[config.mk]
export PLATFORM = sky130hd
export DESIGN_NAME = cdb_rr_arbiter_flat
export DESIGN_NICKNAME = d
export VERILOG_FILES = /design/src/rtl/cdb_rr_arbiter_if.sv /design/src/rtl/cdb_rr_arbiter.sv /design/src/flat_wrapper.sv
export SDC_FILE = /design/constraint.sdc
export NUM_CORES = 1
export LEC_CHECK = 0
export CORE_AREA = 2 2 105 132
export CTS_CLUSTER_DIAMETER = 200
export DETAILED_ROUTE_END_ITERATION = 10
export DIE_AREA = 0 0 107 134
export DONT_BUFFER_PORTS = 1
export HOLD_SLACK_MARGIN = 0.02
export PLACE_DENSITY_LB_ADDON = 0.1
export SYNTH_ARGS = -nofsm -noshare
export SYNTH_HDL_FRONTEND = slang
export SYNTH_SLANG_ARGS = --single-unit
[constraint.sdc]
create_clock -name clk -period 3.2 [get_ports clk]
set_input_delay 0.32 -clock clk [delete_from_list [all_inputs] [get_ports clk]]
set_output_delay 0.32 -clock clk [all_outputs]
set_load 0.1 [all_outputs]
[src/rtl/cdb_rr_arbiter_if.sv]
// Payload type and port bundle for the CDB round-robin arbiter.
// The bundle carries the writeback request handshake, both CDB slots and the debug taps.
package cdb_rr_arbiter_pkg;
  typedef struct packed {
    logic        r_valid;
    logic [5:0]  rob_id;
    logic [31:0] value;
  } cdb_info_t;
endpackage

interface cdb_rr_arbiter_if #(
  parameter int PORT_COUNT = 4
);
  import cdb_rr_arbiter_pkg::*;

  localparam int PTR_W = (PORT_COUNT > 1) ? $clog2(PORT_COUNT) : 1;

  // Handshake: a writeback entry moves from FIFO head i when req_valid_i[i] &&
  // req_ready_o[i] in the same cycle; ready is combinational from valid/data/flush and
  // may rise only while valid is high. CDB slots have no ready and are always consumed.
  logic                            flush;
  logic      [PORT_COUNT-1:0]      req_valid_i;
  cdb_info_t [PORT_COUNT-1:0]      req_data_i;
  logic      [PORT_COUNT-1:0]      req_ready_o;
  logic      [1:0]                 cdb_valid_o;
  cdb_info_t [1:0]                 cdb_data_o;
  logic      [PORT_COUNT-1:0]      urgent_o;
  logic      [1:0][PTR_W-1:0]      dbg_rr_ptr_o;
  logic      [PORT_COUNT-1:0][3:0] dbg_wait_cnt_o;

  modport master (
    output flush, req_valid_i, req_data_i,
    input  req_ready_o, cdb_valid_o, cdb_data_o, urgent_o, dbg_rr_ptr_o, dbg_wait_cnt_o
  );

  modport slave (
    input  flush, req_valid_i, req_data_i,
    output req_ready_o, cdb_valid_o, cdb_data_o, urgent_o, dbg_rr_ptr_o, dbg_wait_cnt_o
  );
endinterface

[src/rtl/cdb_rr_arbiter.sv]
// Two-bank CDB arbiter: per-bank round-robin with a lowest-index starvation override.
// Winners are registered onto the bank's CDB slot one cycle after acceptance.
module cdb_rr_arbiter
  import cdb_rr_arbiter_pkg::*;
#(
  parameter int PORT_COUNT   = 4,
  parameter int STARVE_LIMIT = 8
) (
  input  logic             clk,
  input  logic             rst_n,
  cdb_rr_arbiter_if.slave  bus
);

  localparam int               PTR_W = (PORT_COUNT > 1) ? $clog2(PORT_COUNT) : 1;
  localparam logic [3:0]       LIMIT = 4'(STARVE_LIMIT);
  localparam logic [PTR_W-1:0] LAST  = PTR_W'(PORT_COUNT - 1);
  localparam logic [PTR_W:0]   PC    = (PTR_W + 1)'(PORT_COUNT);

  logic      [1:0][PTR_W-1:0]      rr_ptr_q, rr_ptr_d;
  logic      [PORT_COUNT-1:0][3:0] wait_cnt_q, wait_cnt_d;
  logic      [1:0]                 cdb_valid_q, cdb_valid_d;
  cdb_info_t [1:0]                 cdb_data_q, cdb_data_d;

  logic      [1:0][PORT_COUNT-1:0] elig;
  logic      [1:0][PORT_COUNT-1:0] grant;
  logic      [1:0][PTR_W-1:0]      win;
  logic      [1:0]                 hit;
  logic      [PORT_COUNT-1:0]      urgent;
  logic      [PTR_W:0]             scan;

  always_comb begin
    elig        = '0;
    grant       = '0;
    win         = '0;
    hit         = '0;
    urgent      = '0;
    scan        = '0;
    rr_ptr_d    = rr_ptr_q;
    wait_cnt_d  = wait_cnt_q;
    cdb_valid_d = '0;
    cdb_data_d  = '0;

    for (int i = 0; i < PORT_COUNT; i++) begin
      urgent[i] = (wait_cnt_q[i] == LIMIT);
      if (bus.req_valid_i[i] && !bus.flush) begin
        elig[bus.req_data_i[i].rob_id[0]][i] = 1'b1;
      end
    end

    for (int b = 0; b < 2; b++) begin
      // Scans run downward so the last hit is the lowest index / nearest to the pointer.
      for (int i = PORT_COUNT - 1; i >= 0; i--) begin
        if (elig[b][i] && urgent[i]) begin
          win[b] = PTR_W'(i);
          hit[b] = 1'b1;
        end
      end
      if (!hit[b]) begin
        for (int k = PORT_COUNT - 1; k >= 0; k--) begin
          scan = {1'b0, rr_ptr_q[b]} + (PTR_W + 1)'(k);
          if (scan >= PC) begin
            scan = scan - PC;
          end
          if (elig[b][scan[PTR_W-1:0]]) begin
            win[b] = scan[PTR_W-1:0];
            hit[b] = 1'b1;
          end
        end
      end
      if (hit[b]) begin
        grant[b][win[b]] = 1'b1;
        rr_ptr_d[b]      = (win[b] == LAST) ? '0 : win[b] + 1'b1;
        cdb_valid_d[b]   = 1'b1;
        cdb_data_d[b]    = bus.req_data_i[win[b]];
      end
    end

    for (int i = 0; i < PORT_COUNT; i++) begin
      if ((elig[0][i] || elig[1][i]) && !(grant[0][i] || grant[1][i])) begin
        wait_cnt_d[i] = (wait_cnt_q[i] == LIMIT) ? LIMIT : wait_cnt_q[i] + 4'd1;
      end else begin
        wait_cnt_d[i] = '0;
      end
    end

    if (bus.flush) begin
      rr_ptr_d = '0;
    end
  end

  always_ff @(posedge clk or negedge rst_n) begin
    if (!rst_n) begin
      rr_ptr_q    <= '0;
      wait_cnt_q  <= '0;
      cdb_valid_q <= '0;
      cdb_data_q  <= '0;
    end else begin
      rr_ptr_q    <= rr_ptr_d;
      wait_cnt_q  <= wait_cnt_d;
      cdb_valid_q <= cdb_valid_d;
      cdb_data_q  <= cdb_data_d;
    end
  end

  // Ready is gated by rst_n so nothing pops while reset is held.
  assign bus.req_ready_o    = (grant[0] | grant[1]) & {PORT_COUNT{rst_n}};
  assign bus.cdb_valid_o    = cdb_valid_q;
  assign bus.cdb_data_o     = cdb_data_q;
  assign bus.urgent_o       = urgent;
  assign bus.dbg_rr_ptr_o   = rr_ptr_q;
  assign bus.dbg_wait_cnt_o = wait_cnt_q;

endmodule

[src/flat_wrapper.sv]
// flat-port wrapper written by rule: the top's interface ports become plain ports
module cdb_rr_arbiter_flat import cdb_rr_arbiter_pkg::*;
#(
  parameter int PORT_COUNT   = 4,
  parameter int STARVE_LIMIT = 8
)
  (clk, rst_n, bus_flush, bus_req_valid_i, bus_req_data_i, bus_req_ready_o, bus_cdb_valid_o, bus_cdb_data_o, bus_urgent_o, bus_dbg_rr_ptr_o, bus_dbg_wait_cnt_o);
  cdb_rr_arbiter_if #(.PORT_COUNT(PORT_COUNT)) bus_i ();
  input  logic clk;
  input  logic rst_n;
  input wire logic [$bits(bus_i.flush)-1:0] bus_flush;
  input wire logic [$bits(bus_i.req_valid_i)-1:0] bus_req_valid_i;
  input wire logic [$bits(bus_i.req_data_i)-1:0] bus_req_data_i;
  output wire logic [$bits(bus_i.req_ready_o)-1:0] bus_req_ready_o;
  output wire logic [$bits(bus_i.cdb_valid_o)-1:0] bus_cdb_valid_o;
  output wire logic [$bits(bus_i.cdb_data_o)-1:0] bus_cdb_data_o;
  output wire logic [$bits(bus_i.urgent_o)-1:0] bus_urgent_o;
  output wire logic [$bits(bus_i.dbg_rr_ptr_o)-1:0] bus_dbg_rr_ptr_o;
  output wire logic [$bits(bus_i.dbg_wait_cnt_o)-1:0] bus_dbg_wait_cnt_o;
  assign bus_i.flush = bus_flush;
  assign bus_i.req_valid_i = bus_req_valid_i;
  assign bus_i.req_data_i = bus_req_data_i;
  assign bus_req_ready_o = bus_i.req_ready_o;
  assign bus_cdb_valid_o = bus_i.cdb_valid_o;
  assign bus_cdb_data_o = bus_i.cdb_data_o;
  assign bus_urgent_o = bus_i.urgent_o;
  assign bus_dbg_rr_ptr_o = bus_i.dbg_rr_ptr_o;
  assign bus_dbg_wait_cnt_o = bus_i.dbg_wait_cnt_o;
  cdb_rr_arbiter #(.PORT_COUNT(PORT_COUNT), .STARVE_LIMIT(STARVE_LIMIT)) u_core (.clk(clk), .rst_n(rst_n), .bus(bus_i));
endmodule
==> metrics.txt, run 1 <==
effective utilization at floorplan about half; post-route ant nets 0; core area between 0.01 and 0.015 sq mm; leak pwr about 2.9 nW; worst-margin pin slew 0.947 ns; Slowest-stage cell, CP dfrtp_4; outcome finished clean; Setup Viol. Count Final 0; synthesized flop and latch total 100; Max Clock Skew about 0.011 ns; first-pass GRT wire length ~34 mm; worst min-delay path category in -> reg; diodes inserted 0; Worst setup EP type primary output; largest net degree at the start of global routing between 100 and 150; PD cells ~900 mW/mm^2; post-synthesis sequential area ratio between 30% and 40%; Root Buffer clkbuf_16; CP Cell Sequence inv_2 > ha_2 > nand3b_1 > clkinvlp_4 > a22oi_2 > and3_1 > a32oi_4 > nor3_2 > o2bb2ai_4 > buf_12; startpoint types flip-flop; Final WS setup around 0.14 ns; Die ar. approximately 0.014 sq mm; commonest cells after routing, fill and taps aside nand2_1, dfrtp_1, a221oi_1; Clock Sinks 100; Final Net Count about 850; Post-DP Area between 0.006 and 0.007 sq mm; Die Ht 134 um; EDFF count, synth 0; Initial DRC Count roughly 530; Post-Route WL between 20 and 25 mm; Reg2Reg Depth 11; final instance area a little over 0.007 sq mm; Synth-to-Final Area Change 13.1%; slowest cell delay on critical path ~0.4 ns; CP Data Arrival Time between 2 and 3 ns; VDD IR-drop max roughly 0.0005 V; Max Fanout on Critical Path 7; Cell Area, Synth 0.00639 sq mm; gpl congestion about 0.96; Placement Setup Slack 0.277 ns; final hold vios 0; via count 6,015; TritonCTS clock tree yes; Bufs on Longest Clock Path 2; Final Max Slew Viols 0; vias in the first global route ~6,000; ys async rst share 100%; max_slew headroom between 30% and 40%; dpl hpwl about 15 mm; clock-pin slew on the worst setup and hold paths 0.08 ns; Routed WL per cell between 20 and 30 um; Top FF cell, synth dfrtp_1; CP Buf/Inv Count 3; Tcrit/Tclk final roughly 96%; Die Span X around 110 um; sequential cell area about 0.0025 sq mm; global-route met1 utilization 35.1%; synthesized instance count 693; Num CTS Buffers 9; yosys warns 0; H-Tree Depth 3; gr usage total 29.7%; Overflow after GRT 0; num rows 47; M2 GR Usage between 50% and 60%; Req. time, crit path 2.88 ns; CP Depth 10; Hold Crit Depth 1; syn avg cell area between 9 and 10 sq um; First-pass DRT Iterations 5; initial antenna violation count 0; FMAX about 0.33 GHz; distinct cell type count after synthesis 61; crit path kind reg -> out; layout cells sized above 1 between 10% and 20%; delay-heaviest family, CP simple AND/OR/NAND/NOR gates; Ports ~270; min cycle time layout a little over 3 ns; IO Port Bufs 0; Max-cap violations 0; footprint of the multi-input gates around 0.0036 sq mm; GRT busiest layer met2; Clock Latency Late Sink between 0.3 and 0.4 ns; routed vias/inst around 7.0; Post-Syn Nets 865; DRC 0; met3 global-route usage a little under a tenth; fillers ~1,100
[final timing paths]
kind / start / endpoint / slack, ns
max: u_core.bus.dbg_wait_cnt_o[4] / bus_req_ready_o[1] / 0.14
min: bus_flush / u_core.bus.dbg_rr_ptr_o[2] / 0.04
max reg2reg: u_core.bus.dbg_wait_cnt_o[4] / u_core.bus.dbg_wait_cnt_o[2] / 0.27
min reg2reg: u_core.bus.dbg_wait_cnt_o[12] / u_core.bus.dbg_wait_cnt_o[12] / 0.56
max in group asynchronous: rst_n / u_core.bus.dbg_wait_cnt_o[0] / 2.16
min in group asynchronous: rst_n / u_core.bus.cdb_data_o[75] / 0.52
[kinds of logic (layout without fill, tap and decap cells)]
group | Yosys count | count (layout) | share of synthesized area [%]
compound gates | 275 | 275 | 32.5
xor+xnor | 7 | 7 | 0.959
fa+ha+maj | 9 | 9 | 1.76
buf+inv | 91 | 83 | 6.30
flops | 100 | 100 | 39.1
mux | 41 | 41 | 6.48
other cells | 1 | 1 | 0.0586
simple gates | 169 | 169 | 12.8
[per-stage QoR]
| step | setup TNS (ns) | std cells | utilization (%) | power, mW | hold slack, ns |
|---|---|---|---|---|---|
| 2_1_floorplan | -0.541 | 693 | - | 4.95 | 0.0244 |
| 3_3_place_gp | 0 | 837 | 52.2 | 5.26 | 0.0266 |
| 3_5_place_dp | 0 | 837 | 52.2 | 5.30 | 0.0274 |
| 4_1_cts | 0 | 855 | 54.9 | 6.51 | 0.0244 |
| 5_1_grt | -0.00437 | 856 | 55.2 | 6.72 | 0.0336 |
| 6_report | 0 | 856 | 55.2 | 6.52 | 0.0397 |
[power by group]
part / switching, mW / internal [mW]
logic: 0.905 / 0.486
registers: 2.40 / 1.53
clock network: 0.550 / 0.645
[registers in the layout (all words and copies together) (netlist names)]
| signal | count |
|---|---|
| u_core.bus.dbg_rr_ptr_o | 4 |
| u_core.bus.cdb_valid_o | 2 |
| u_core.bus.dbg_wait_cnt_o | 16 |
| u_core.bus.cdb_data_o | 78 |
[metal layers]
metal / share of wire (%) / up-vias
li1: - / 2671
met1: 37 / 2967
met2: 51 / 336
met3: 9.5 / 41
met4: 2.6 / 0
met5: 0 / -
[cells in the mapped netlist (all sizes together), types with 2 or more instances]
cell type / count / share of area [%]
a2111oi: 5 / 0.72
a211oi: 45 / 5.4
a21boi: 2 / 0.23
a21oi: 42 / 3.3
a221o: 2 / 0.31
a221oi: 78 / 11
a22oi: 39 / 4.6
and2: 3 / 0.29
and3: 2 / 0.20
and3b: 2 / 0.27
buf: 34 / 3.0
clkbuf: 38 / 2.2
dfrtp: 100 / 39
ha: 9 / 1.8
inv: 19 / 1.1
mux2: 3 / 0.53
mux2i: 38 / 5.9
nand2: 94 / 5.6
nand2b: 7 / 0.68
nand3: 14 / 1.1
nand3b: 5 / 0.59
nand4: 2 / 0.29
nor2: 10 / 0.59
nor2b: 9 / 0.88
nor3: 11 / 0.94
nor3b: 3 / 0.51
o21a: 3 / 0.35
o21ai: 7 / 0.55
o31ai: 40 / 4.8
or3: 3 / 0.29
xnor2: 2 / 0.27
xor2: 5 / 0.68
[cell type report]
class,count,share of cell area [%]
Timing Repair Buffer,48,6.54
Clock inverter,6,1.05
Sequential cell,100,34.9
Inverter,19,1.09
Multi-Input combinational cell,502,50.2
Tap cell,171,2.96
Clock buffer,10,3.30
[what timing repair did]
item                                    4_1_cts  5_1_grt
hold buffers                                  2        1
buffers inserted                              0        0
resized for setup                             0        5
endpoints found under the setup margin        0        3
hold endpoints to repair                    100        1
Note: power is estimated with default switching activity, not from simulation.
==> inputs of run 2 (changes only) <==
Settings changed: CELL_PAD_IN_SITES_DETAIL_PLACEMENT from default to 0, CELL_PAD_IN_SITES_GLOBAL_PLACEMENT from default to 1, CORE_AREA 2 2 105 132 to 2 2 108 136, DIE_AREA 0 0 107 134 to 0 0 110 138.
==> run 2 against run 1 <==
Against the previous run:
- global-route usage is 1.3 points lower
- utilization is 3.3 points lower
- via count is 0.60% higher
- die area is 5.9% higher
- combinational power hardly changed
- routed wire length is 0.23% lower
- critical path depth stayed put
- register-to-register slack better by 0.04 ns
- highest routed layer unchanged
==> metrics.txt, run 2 (synthesis gave the netlist of run 1 again) <==
CP Data Arrival Time 2.73 ns (was 2.74 ns); First-pass DRT Iterations 7 (was 5); Initial DRC Count 515 (was 534); RSZ-0062 raised after global routing true; Die Ht 138 um (was 134 um); H-Tree Depth 3 (unchanged); Ports 271 (unchanged); Total Power 6.50 mW (was 6.52 mW); diodes inserted 0 (unchanged); effective utilization at floorplan 45.5% (was 48.8%); Final WS setup 0.151 ns (was 0.136 ns); DRC 0 (unchanged); Bufs on Longest Clock Path 2 (unchanged); Req. time, crit path 2.88 ns (about the same); Routed WL per cell 25.0 um (was 25.4 um); core area 0.0140 sq mm (was 0.0131 sq mm); commonest cells after routing, fill and taps aside dfrtp_1, nand2_1, a221oi_1 (was nand2_1, dfrtp_1, a221oi_1); FMAX 0.328 GHz (was 0.326 GHz); Post-Route WL 21.7 mm (was 21.8 mm); Max Clock Skew 0.0151 ns (was 0.0107 ns); Slowest-stage cell, CP dfrtp_4 (unchanged); Die ar. 0.0152 sq mm (was 0.0143 sq mm); startpoint types flip-flop (unchanged); Worst setup EP type primary output (unchanged); crit path kind reg -> out (unchanged); Tcrit/Tclk final 95.3% (was 95.8%); CP Buf/Inv Count 3 (unchanged); final hold vios 0 (unchanged); max_slew headroom 37.8% (was 36.9%); outcome finished clean (unchanged); Setup Viol. Count Final 0 (unchanged); Num CTS Buffers 9 (unchanged); Finished Layout Cells 867 (was 856); Clock Latency Late Sink 0.36 ns (was 0.35 ns); worst min-delay path category in -> reg (unchanged); initial antenna violation count 0 (unchanged); Root Buffer clkbuf_16 (unchanged); dpl hpwl 14.8 mm (was 14.7 mm); Final Max Slew Viols 0 (unchanged); routed vias/inst 6.98 (was 7.03); gpl congestion 0.854 (was 0.959); min cycle time layout 3.05 ns (was 3.06 ns); first-pass GRT wire length 33.6 mm (was 33.5 mm); final core occ 51.8% (was 55.2%); Clock Sinks 100 (unchanged); worst-margin pin slew 0.933 ns (was 0.947 ns); Hold WS 0.0393 ns (was 0.0397 ns); leak pwr 2.89 nW (was 2.87 nW); via count 6,051 (was 6,015); TritonCTS clock tree yes (unchanged); clock-pin slew on the worst setup and hold paths 0.07 ns (was 0.08 ns); Post-DP Area 0.00689 sq mm (was 0.00685 sq mm); flip-flop count of the largest register after layout 78 (unchanged); gr usage total 28.4% (was 29.7%); Placement Setup Slack 0.389 ns (was 0.277 ns); Final Net Count 856 (was 852); IO Port Bufs 0 (unchanged); TNS Setup 0 ns (unchanged); largest net degree at the start of global routing 101 (unchanged); slowest cell delay on critical path 0.41 ns (about the same); VDD IR-drop max 0.000607 V (was 0.000504 V); num rows 49 (was 47); post-route ant nets 0 (unchanged); Max-cap violations 0 (unchanged); CP Cell Sequence inv_2 > ha_2 > nand3b_1 > clkinvlp_4 > a22oi_2 > and3_1 > a32oi_4 > nor3_2 > o2bb2ai_4 > buf_12 (unchanged); PD cells 893 mW/mm^2 (was 901 mW/mm^2); Synth-to-Final Area Change 13.8% (was 13.1%); delay-heaviest family, CP simple AND/OR/NAND/NOR gates (unchanged); Post-Place Cells 848 (was 837); vias in the first global route 6,129 (was 5,981); layout cells sized above 1 16.1% (was 15.3%); Die Span X 110 um (was 107 um); commonest non-fill, non-tap cell in the layout dfrtp_1; Overflow after GRT 0 (unchanged); fillers 1,282 (was 1,146); final instance area 0.00728 sq mm (was 0.00723 sq mm); Max Fanout on Critical Path 9 (was 7)
==> run 2: cell count changes in the layout (fill, tap and decap cells not counted), sizes merged <==
cell         delta
buf             +5
dlygate4sd3     -1
inv             -2
clkinv          +2
==> run 2: final cells by class <==
type                            count  area, sq um  area share (%)
Clock buffer                       10          239            3.28
Multi-Input combinational cell    502         3630            49.9
Clock inverter                      6         81.3            1.12
Timing Repair Buffer               52          500            6.88
Sequential cell                   100         2520            34.7
Inverter                           19         76.3            1.05
Tap cell                          178          223            3.06
==> run 2: worst register-to-register path: cells and delay by family, from the launching register on <==
kind                       cells  cell delay (ns)
AOI/OAI and AO/OA              5             1.13
buffers and inverters          5             0.88
and+or+nand+nor                1             0.17
DFF                            1             0.41
adders and majority gates      1             0.17
==> run 2: power by group <==
part	switching (mW)	internal, mW
sequential	2.42	1.53
clock	0.538	0.644
combinational	0.892	0.477
total	3.85	2.65
==> run 2: metal layers <==
metal	routed length (um)	share of wire, %	track usage, %
met1	7840	36	33.4
met2	11400	52	49.1
met3	2040	9.4	7.97
met4	473	2.2	9.19
met5	0	0	0
==> run 2: repair_timing <==
action,4_1_cts,5_1_grt
setup endpoints to repair,0,4
endpoints found under the hold margin,100,0
hold buffers,2,0
setup buffers,0,1
gates resized for setup,0,5
==> run 2: path summary, 6_finish.rpt <==
check                                               from                       endpoint  slack (ns)  cells after the start
setup / recovery            u_core.bus.dbg_wait_cnt_o[4]             bus_req_ready_o[1]        0.15                     10
hold / removal                                 bus_flush     u_core.bus.dbg_rr_ptr_o[3]        0.04                      1
setup reg to reg            u_core.bus.dbg_wait_cnt_o[4]      u_core.bus.cdb_data_o[37]        0.31                     12
hold reg to reg            u_core.bus.dbg_wait_cnt_o[12]  u_core.bus.dbg_wait_cnt_o[12]        0.54                      3
max in group asynchronous                          rst_n   u_core.bus.dbg_wait_cnt_o[4]        2.13                      2
min in group asynchronous                          rst_n      u_core.bus.cdb_data_o[14]        0.62                      2
